--- src/rtl/ws2812_pkg.sv ---
// Shared definitions for the WS2812 frame driver: state encoding and default timing.
// Timing defaults assume a 20 MHz clk (50 ns per cycle).
package ws2812_pkg;

    localparam int DEF_NUM_BITS = 120;
    localparam int DEF_T_PERIOD = 25;
    localparam int DEF_T0H      = 8;
    localparam int DEF_T1H      = 16;
    localparam int DEF_T_RESET  = 1000;

    typedef enum logic [1:0] {
        ST_IDLE  = 2'd0,
        ST_LOAD  = 2'd1,
        ST_BIT   = 2'd2,
        ST_LATCH = 2'd3
    } state_t;

    // Width of a counter that must reach max(a,b)-1.
    function automatic int cnt_width(input int a, input int b);
        int m;
        m = (a > b) ? a : b;
        return (m > 1) ? $clog2(m) : 1;
    endfunction

endpackage

--- src/rtl/ws2812_bit_timer.sv ---
// Cycle counter shared by the bit and latch phases, plus the high/low decision for the current bit.
module ws2812_bit_timer #(
    parameter int CW  = 10,
    parameter int T0H = 8,
    parameter int T1H = 16
) (
    input  logic          clk,
    input  logic          reset,
    input  logic          i_clr,
    input  logic          i_bit_phase,
    input  logic          i_bit,
    output logic [CW-1:0] o_cyc_cnt,
    output logic          o_dout_next
);

    localparam logic [CW-1:0] L_T0H = CW'(T0H);
    localparam logic [CW-1:0] L_T1H = CW'(T1H);

    logic [CW-1:0] r_cyc_cnt;
    logic [CW-1:0] w_high_len;

    always_ff @(posedge clk) begin
        if (reset || i_clr)
            r_cyc_cnt <= '0;
        else
            r_cyc_cnt <= r_cyc_cnt + CW'(1);
    end

    assign w_high_len  = i_bit ? L_T1H : L_T0H;
    assign o_dout_next = i_bit_phase && (r_cyc_cnt < w_high_len);
    assign o_cyc_cnt   = r_cyc_cnt;

endmodule

--- src/rtl/ws2812_frame_driver.sv ---
// WS2812 frame driver: walks an external GRB shift register bit by bit, emits the pulse train,
// then holds the line low for the latch time. Reset always ends in a full latch period.
module ws2812_frame_driver
    import ws2812_pkg::*;
#(
    parameter int NUM_BITS = DEF_NUM_BITS,
    parameter int T_PERIOD = DEF_T_PERIOD,
    parameter int T0H      = DEF_T0H,
    parameter int T1H      = DEF_T1H,
    parameter int T_RESET  = DEF_T_RESET
) (
    input  logic clk,
    input  logic reset,
    input  logic start,
    input  logic current_bit,
    output logic load_register,
    output logic rotate_register_left,
    output logic dout,
    output logic busy,
    output logic done
);

    localparam int CW = cnt_width(T_PERIOD, T_RESET);
    localparam int BW = (NUM_BITS > 1) ? $clog2(NUM_BITS) : 1;

    localparam logic [CW-1:0] L_PER_END  = CW'(T_PERIOD - 1);
    localparam logic [CW-1:0] L_RST_END  = CW'(T_RESET - 1);
    localparam logic [BW-1:0] L_LAST_BIT = BW'(NUM_BITS - 1);

    state_t        r_state;
    state_t        w_state_next;
    logic [BW-1:0] r_bit_cnt;
    logic          r_frame_flag;
    logic          r_dout;
    logic [CW-1:0] w_cyc_cnt;
    logic          w_dout_next;
    logic          w_bit_end;
    logic          w_latch_end;
    logic          w_last_bit;
    logic          w_cyc_clr;

    assign w_bit_end   = (r_state == ST_BIT) && (w_cyc_cnt == L_PER_END);
    assign w_latch_end = (r_state == ST_LATCH) && (w_cyc_cnt == L_RST_END);
    assign w_last_bit  = (r_bit_cnt == L_LAST_BIT);
    // The counter is parked at 0 outside BIT/LATCH so each phase starts from a clean count.
    assign w_cyc_clr   = w_bit_end || w_latch_end || (r_state == ST_IDLE) || (r_state == ST_LOAD);

    ws2812_bit_timer #(
        .CW  (CW),
        .T0H (T0H),
        .T1H (T1H)
    ) u_bit_timer (
        .clk         (clk),
        .reset       (reset),
        .i_clr       (w_cyc_clr),
        .i_bit_phase (r_state == ST_BIT),
        .i_bit       (current_bit),
        .o_cyc_cnt   (w_cyc_cnt),
        .o_dout_next (w_dout_next)
    );

    always_ff @(posedge clk) begin
        if (reset)
            r_state <= ST_LATCH;
        else
            r_state <= w_state_next;
    end

    always_comb begin
        w_state_next = r_state;
        case (r_state)
            ST_IDLE:  if (start) w_state_next = ST_LOAD;
            ST_LOAD:  w_state_next = ST_BIT;
            ST_BIT:   if (w_bit_end && w_last_bit) w_state_next = ST_LATCH;
            ST_LATCH: if (w_latch_end) w_state_next = ST_IDLE;
            default:  w_state_next = ST_IDLE;
        endcase
    end

    always_comb begin
        load_register        = (r_state == ST_LOAD);
        rotate_register_left = w_bit_end;
        done                 = w_latch_end && r_frame_flag;
        busy                 = (r_state != ST_IDLE);
    end

    always_ff @(posedge clk) begin
        if (reset) begin
            r_bit_cnt    <= '0;
            r_frame_flag <= 1'b0;
            r_dout       <= 1'b0;
        end else begin
            r_dout <= w_dout_next;
            if (r_state == ST_LOAD)
                r_bit_cnt <= '0;
            else if (w_bit_end)
                r_bit_cnt <= w_last_bit ? '0 : r_bit_cnt + BW'(1);
            if ((r_state == ST_IDLE) && start)
                r_frame_flag <= 1'b1;
            else if (w_latch_end)
                r_frame_flag <= 1'b0;
        end
    end

    assign dout = r_dout;

endmodule

--- config.mk ---
export PLATFORM = sky130hd
export DESIGN_NAME = ws2812_frame_driver
export DESIGN_NICKNAME = d
export VERILOG_FILES = /design/src/rtl/ws2812_pkg.sv /design/src/rtl/ws2812_bit_timer.sv /design/src/rtl/ws2812_frame_driver.sv
export SDC_FILE = /design/constraint.sdc
export NUM_CORES = 1
export LEC_CHECK = 0
export CAP_MARGIN = 25
export CORE_MARGIN = 5
export CORE_UTILIZATION = 59
export CTS_BUF_LIST = sky130_fd_sc_hd__clkbuf_4 sky130_fd_sc_hd__clkbuf_8
export DETAILED_ROUTE_END_ITERATION = 8
export PLACE_DENSITY = 0.81
export REMOVE_ABC_BUFFERS = 1
export SKIP_CTS_REPAIR_TIMING = 1
export SYNTH_ARGS = -nofsm -noshare
export SYNTH_HDL_FRONTEND = slang
export SYNTH_SLANG_ARGS = --single-unit
--- constraint.sdc ---
create_clock -name clk -period 2.03 [get_ports clk]
set_clock_uncertainty 0.05 [all_clocks]
set_input_delay 0.406 -clock clk [delete_from_list [all_inputs] [get_ports clk]]
set_output_delay 0.406 -clock clk [all_outputs]
set_load 0.02 [all_outputs]
======== Yosys cells after proc, flatten, opt, wreduce, memory -nomap -nowiden ========
Index checks and enable logic that the tools add are counted.
storage, ports and cells
  flip-flop bits (word level) ............. 21
  output and inout port bits .............. 5
cells by class
  $add $sub $neg .......................... 2
  mux-type cells .......................... 8
  equality and inequality tests ........... 9
  reductions and logical operators ........ 15
  order comparisons ....................... 1
operator list
  operator                                                          count
  10-bit by 1-bit adder with 10-bit output, second input constant   1
  10-bit == test, second input constant                             1
  10-bit by 5-bit == test with 1-bit output, second input constant  1
  10-bit < comparator                                               1
  2-bit one-hot mux with 4 select lines                             1
  7-bit by 1-bit adder with 7-bit output, second input constant     1
  7-bit == test, second input constant                              1
  7-bit two-way mux                                                 1
  1-bit logical AND                                                 6
  2-bit two-way mux                                                 3
  2-bit != test, second input constant                              3
  5-bit two-way mux                                                 1
  2-bit == test, second input constant                              2
  1-bit logical OR                                                  4
  2-bit nonzero test                                                2
  3-bit AND reduction                                               1
  2-bit by 1-bit == test with 1-bit output, second input constant   1
  2-bit zero test                                                   1
  1-bit two-way mux                                                 2
  2-bit OR reduction                                                1

======== Logic depth before layout (Yosys ltp) ========
Gate-level depths: netlist (run 1).
  word-level depth ........................ 6
  depth in mapped cells ................... 8

======== By module ========
A second synthesis (run 1) with hierarchy kept.
unflattened totals
  cells, all modules ...................... 123
  area, all modules ....................... 1074.8 um^2
modules (own cells, without submodules)
  module               times used  cells an instance  area each (um^2)
  ws2812_frame_driver  1           71                 626.9
  ws2812_bit_timer     1           52                 447.9

======== Least setup slack after synthesis (run 1) ========
OpenSTA, ideal clock, no wires.
  kind .................................... reg-to-reg
  from .................................... reg r_state[0]
  to ...................................... reg u_bit_timer.r_cyc_cnt[3], in the netlist u_bit_timer.o_cyc_cnt[3]
  arrival time ............................ 1.699 ns
  period minus slack after synthesis ...... 1.813 ns
  buffers on the path ..................... 1
  setup time .............................. 0.064 ns
  cell stages (with the launch flop) ...... 9
  data required time ...................... 1.916 ns
  path slack .............................. 0.217 ns
  path through ............................ dfxtp_1 inv_1 ha_1 nor4b_4 nand3_4 inv_4 or4_1 buf_2 nor2_1
on the way
  longest elaborated chain between the ends .. 6
  elaborated cells on any way between the ends .. 10
ends and longest elaborated chain
  item                           line                       RTL
  start, declared                ws2812_frame_driver.sv:30  state_t r_state;
  start signal, assigned         ws2812_frame_driver.sv:66  r_state <= w_state_next;
  2-bit == test                  ws2812_frame_driver.sv:42  assign w_bit_end = (r_state == ST_BIT) && (w_cyc_cnt == L_PER_END);
  1-bit logical AND              ws2812_frame_driver.sv:42
  via rotate_register_left       ws2812_frame_driver.sv:17  output logic rotate_register_left,
  1-bit logical OR (3 in a row)  ws2812_frame_driver.sv:46  assign w_cyc_clr = w_bit_end || w_latch_end || (r_state == ST_IDLE) || (r_state == ST_LOAD);
  1-bit logical OR               ws2812_bit_timer.sv:23     if (reset || i_clr)
  end signal, assigned           ws2812_bit_timer.sv:26     r_cyc_cnt <= r_cyc_cnt + CW'(1);
  end, declared                  ws2812_bit_timer.sv:19     logic [CW-1:0] r_cyc_cnt;
The timed path passes the listed nets, and every way through them passes these cells.
A chain may end at the register's enable or synchronous reset.

======== Worst setup path after layout (run 1) ========
  from .................................... reg u_bit_timer.r_cyc_cnt[0], in the netlist u_bit_timer.o_cyc_cnt[0]
  to ...................................... out done
on the way
  longest elaborated chain between the ends .. 3
ends and longest elaborated chain
  item               line                       RTL
  10-bit == test     ws2812_frame_driver.sv:43  assign w_latch_end = (r_state == ST_LATCH) && (w_cyc_cnt == L_RST_END);
  1-bit logical AND  ws2812_frame_driver.sv:43
  1-bit logical AND  ws2812_frame_driver.sv:83  done = w_latch_end && r_frame_flag;
  end, declared      ws2812_frame_driver.sv:20  output logic done
No other way between the ends.

==> flow_summary_export.csv, run 1 <==
group,metric,value,unit
cells_and_area,final_nets,174,
drt,antenna_left,0,
drt,wl,2930,um
flow_run,maxCapViolations,0,
timing,period_minus_slack,2150,ps
cells_and_area,stdcell_count,185,
grt,grt_usage,20.9,%
synthesis,netlist.area_leader.share,38.8,%
cts,numCtsBuffers,3,
synthesis,yosys_warnings,0,
timing,finalHoldViolations,0,
power_and_ir_drop,ir_drop,721,uV
setup_path,worstPathRequired,1570,ps
synthesis,synth-seq-cells,21,
synthesis,synth_area_leaders,"dfxtp_1, ha_1, nor2_1",
cts,cts_tree,"built",
floorplanning,die_w,52.9,um
timing,slew_headroom,78.9,%
drt,num_vias,1035,
timing,fmax,465,MHz
cts,h-tree-depth,1,
floorplanning,num_rows,15,
timing,drv_slew,0,
cells_and_area,antennaDiodeCount,0,
drt,drtIter0Drc,49,
worst_hold_path,hold_path.class,"reg2reg",
floorplanning,start_util,62.1,%
synthesis,synth_top_family_by_area,"simple AND/OR/NAND/NOR gates",
grt,antenna_found_initial,0,
floorplanning,chipHeight,52.9,um
setup_path,cp-start-kind,"flip-flop",
place,dp_hpwl,1960,um
setup_path,cp_cell_sequence,"ha_1 > nand4b_1 > nor4_4 > and2_1 > buf_4",
synthesis,synth_xor_area_share,8.89,%
grt,grt_pass1_wl,4310,um
setup_path,cp-end-kind,"output port",
setup_path,crit_fanout,3,
setup_path,rr_startpoint,"u_bit_timer.o_cyc_cnt[0]",
drt,wl_per_cell,15.8,um
grt,grt_pass1_vias,982,
grt,grt-ovfl-total,0,
timing,final.period_utilization,106,%
synthesis,synth-simple-area-share,30.3,%
synthesis,netlist_instances,121,
timing,setup_tns,-207,ps
cells_and_area,area_delta_synth_final,37.5,%
cts,clockBufferDepth,2,
cts,path_clk_slew,120,ps
cells_and_area,fin_area,1490,um2
timing,worstMarginPinSlew,313,ps
cts,cts.sink_count,21,
setup_path,crit_type,"reg2out",
synthesis,yosysUniqueCellTypes,33,
synthesis,synth_compound_area_share,6.93,%
grt,grt_max_degree,13,
drt,drc,0,
power_and_ir_drop,fin_total_pwr,0.00121,W
cts,cts_root_buf,"clkbuf_4",
drt,dr.pass1.iters,4,
power_and_ir_drop,power_density,814,nW/um2
floorplanning,core_area,1750,um2
setup_path,critPathMaxStageDelay,360,ps
setup_path,crit_start,"u_bit_timer.o_cyc_cnt[0]",
timing,setup_viol,7,
timing,hold_slack,436,ps
place,place_congestion,0.824,
place,portBuffers,8,
timing,worst_slack,-118,ps
worst_hold_path,hp-start,"r_bit_cnt[6]",
setup_path,crit_slowest_cell,"dfxtp_2",
synthesis,yosysSeqAreaShare,38.8,%
cells_and_area,layout-drive-gt1-share,30.6,%
synthesis,synth_area,1080,um2
place,placed_area,1380,um2
setup_path,critPathArrivalTime,1690,ps
synthesis,synth.avg_cell_area,8.95,um2
power_and_ir_drop,cellLeakagePower,0.630,nW
synthesis,synth_area_leader_cell,"dfxtp_1",
floorplanning,die_area,2790,um2
timing,rsz0062_at_grt,"true",
synthesis,synthMuxAreaShare,0.924,%
synthesis,synthAdderAreaFrac,10.4,%
floorplanning,ios,9,
run_status,violations,"negative setup slack",
drt,vias_per_cell,5.59,
cts,clk_latency,310,ps
place,place_inst,178,
run_status,run_status,"finished with violations",
-- layout by cell type (no fill, tap or decap), types with 5 or more instances in the layout --
cell / netlist / final
inv_1: 8 / 5
nand2_1: 7 / 7
nor2_1: 20 / 19
buf_4: 0 / 27
ha_1: 9 / 7
a21oi_1: 5 / 5
dfxtp_1: 21 / 18
xnor2_1: 7 / 7
-- sequential cells by signal, indices dropped and copies added (netlist names) --
register	cells
r_frame_flag	1
u_bit_timer.o_cyc_cnt	10
r_state	2
dout	1
r_bit_cnt	7
-- synth_stat cells --
master,count
o31a_1,1
xor2_1,4
nor4b_4,1
dfxtp_1,21
and2_1,1
a21oi_1,5
and3_1,1
mux2i_1,1
a311oi_1,1
a31oi_1,1
nor3_1,4
nor2_1,20
and4_1,2
buf_2,1
or2_2,1
nor4b_1,1
inv_1,8
nand2_1,7
nor4_1,2
and4b_4,1
nand2b_1,2
or4_1,2
or3_1,2
nand3_1,4
o21ai_0,2
nand4b_1,1
a211o_1,1
nand4_1,4
nand3_4,1
o31ai_1,1
ha_1,9
inv_4,1
xnor2_1,7
-- report_power, final --
group | total (W) | leakage, nW | switching, W | internal (W)
Clock | 0.000206 | 0.0177 | 0.000133 | 0.0000736
Sequential | 0.000494 | 0.170 | 0.0000362 | 0.000458
Combinational | 0.000512 | 0.441 | 0.000253 | 0.000259
-- cell type report --
class	count	area (um2)
Multi-Input combinational cell	90	664
Sequential cell	21	424
Timing Repair Buffer	36	302
Fill cell	101	255
Inverter	9	41.3
Tap cell	25	31.3
Clock buffer	3	22.5
Clock inverter	1	5.00
-- layer usage --
metal,vias to the layer above,share of wire [%],GRT usage (%)
li1,501,-,-
met1,485,42,26.1
met2,41,51,34.9
met3,8,5.1,3.94
met4,0,2.5,8.51
met5,-,0,0
-- kinds of logic after synthesis --
logic type / after synthesis
xor gates and xnor gates: 11
AOI/OAI and AO/OA: 12
muxes: 1
DFF: 21
adders and majority gates: 9
and+or+nand+nor: 57
buffers and inverters: 10
-- path summary, 6_finish.rpt --
kind,slack [ps],depth (start not counted),end
worst max-delay path,-120,5,done
worst max register to register,-40,10,u_bit_timer.o_cyc_cnt[9]
worst min register to register,440,1,r_bit_cnt[6]
worst min-delay path,440,1,r_bit_cnt[6]
-- worst max-delay path, delay by kind of cell, from the launching register on --
kind	cells	cell delay [ps]
AND/OR/NAND/NOR	3	720
flip-flops	1	360
adder cells (fa/ha/maj)	1	180
buffers and inverters	1	130
-- per-stage QoR --
step / setup slack [ps] / util (%)
CTS: -548 / 80.5
detailed placement: -192 / 78.9
global route: -195 / 85.4
floorplan: 196 / -
global placement: -88.3 / 78.9
finish: -118 / 85.4
No activity file was read; power rests on OpenSTA's default activity.
==> inputs of run 2 (changes only) <==
==> constraint.sdc (replaced) <==
create_clock -name clk -period 2.03 [get_ports clk]
set_clock_uncertainty 0.05 [all_clocks]
set_input_delay 0.203 -clock clk [delete_from_list [all_inputs] [get_ports clk]]
set_output_delay 0.203 -clock clk [all_outputs]
set_load 0.02 [all_outputs]
==> flow_summary_export.csv, run 2 (same netlist as run 1, synthesis figures left out) <==
group,metric,value,unit
cts,cts_tree,"built",
drt,num_vias,902,
setup_path,path_buf_inv,2,
setup_path,cp-start-kind,"flip-flop",
setup_path,cp_top_family,"simple AND/OR/NAND/NOR gates",
timing,hold_slack,430,ps
run_status,run_status,"completed",
grt,grt-ovfl-total,0,
cts,cts.sink_count,21,
grt,grt_usage,17.7,%
timing,setup_viol,0,
timing,final.period_utilization,96.3,%
timing,worst_slack,75.0,ps
setup_path,critPathArrivalTime,2150,ps
floorplanning,ios,9,
worst_hold_path,whs_path_depth,2,
cells_and_area,layout-drive-gt1-share,16.8,%
drt,routed.top_layer,"met4",
cells_and_area,mostFrequentLayoutCells,"nor2_1, dfxtp_1, buf_4, ha_1",
timing,finalHoldViolations,0,
cells_and_area,largest_reg_flops,10,
drt,wl,2080,um
drt,drc,0,
setup_path,worstPathRequired,2230,ps
cts,cts_root_buf,"clkbuf_4",
drt,antenna_left,0,
grt,grt_pass1_wl,3680,um
cts,path_clk_slew,120,ps
grt,grt_pass1_vias,861,
drt,drtIter0Drc,23,
setup_path,cp_cell_sequence,"inv_2 > ha_2 > nor4b_4 > nand3_4 > buf_4 > or4_1 > a21oi_1",
drt,dr.pass1.iters,4,
timing,drv_slew,0,
setup_path,reg2reg_depth,7,
drt,wl_met1,973,um
flow_run,maxCapViolations,0,
timing,worstMarginPinSlew,336,ps
power_and_ir_drop,cellLeakagePower,0.554,nW
cells_and_area,fillers,128,
power_and_ir_drop,power_density,779,nW/um2
place,dp_slack,13.2,ps
cts,h-tree-depth,1,
setup_path,crit_slowest_cell,"or4_1",
drt,vias_per_cell,5.37,
floorplanning,die_w,52.9,um
drt,wl_per_cell,12.4,um
floorplanning,start_util,62.1,%
setup_path,crit_fanout,5,
drt,dr_wl_met2,1030,um
timing,setup_tns,0,ps
timing,slew_headroom,77.5,%
floorplanning,num_rows,15,
floorplanning,die_area,2790,um2
cells_and_area,antennaDiodeCount,0,
setup_path,cp-end-kind,"flip-flop",
grt,grt_max_degree,13,
setup_path,crit_type,"reg2reg",
grt,antenna_found_initial,0,
cells_and_area,area_delta_synth_final,21.8,%
place,dp_hpwl,1640,um
floorplanning,core_area,1750,um2
cts,clk_latency,300,ps
place,place_congestion,0.838,
place,portBuffers,8,
cells_and_area,final_nets,157,
power_and_ir_drop,ir_drop,769,uV
worst_hold_path,hold_path.class,"reg2reg",
cts,clockBufferDepth,2,
timing,rsz0062_at_grt,"false",
setup_path,cp.depth,7,
drt,route.met3.wl,49,um
timing,fmax,511,MHz
cts,numCtsBuffers,3,
setup_path,critPathMaxStageDelay,500,ps
timing,period_minus_slack,1960,ps
floorplanning,chipHeight,52.9,um
[run 2: cell types whose count changed in the layout (fill, tap and decap cells not counted), sizes merged]
| cell | delta |
|---|---|
| clkdlybuf4s50 | +1 |
| dlymetal6s2s | +1 |
| buf | -19 |
[run 2: final timing paths]
path,slack (ps),to,startpoint
hold / removal,430,r_frame_flag,r_frame_flag
hold reg to reg,430,r_frame_flag,r_frame_flag
setup reg to reg,70,r_bit_cnt[5],r_state[0]
setup / recovery,70,r_bit_cnt[5],r_state[0]
[run 2: metal layers]
layer	vias to the layer above	GRT usage (%)
li1	468	-
met1	419	22.0
met2	11	29.8
met3	4	2.82
met4	0	8.09
met5	-	0
[run 2: through the flow]
step                cell area (um2)  utilization (%)  power, W  instances
floorplan                      1080                -  0.000711        120
global placement               1270             72.9  0.000810        164
detailed placement             1270             72.9  0.000825        164
CTS                            1300             74.5   0.00103        168
global route                   1320             75.6   0.00111        168
finish                         1320             75.6   0.00103        168
[run 2: worst register-to-register path, delay by kind of cell, from the launching register on]
kind	cells	cell delay [ps]
AOI/OAI and AO/OA	1	140
adders and majority gates	1	200
buffers and inverters	2	240
DFF	1	370
and+or+nand+nor	3	890
[run 2: power by group]
part | switching [W] | internal, W | leakage, nW
Combinational | 0.000172 | 0.000164 | 0.366
Sequential | 0.0000352 | 0.000458 | 0.170
Clock | 0.000126 | 0.0000735 | 0.0177
Total | 0.000333 | 0.000695 | 0.554
[run 2: area by class of cell]
cell class	instances	area, um2	area share, %
sequential	21	424	32.1
clock inverter	1	5.00	0.379
timing repair buffer	19	170	12.9
clock buffer	3	22.5	1.71
tap	25	31.3	2.37
inverter	9	36.3	2.75
multi-input combinational	90	631	47.8
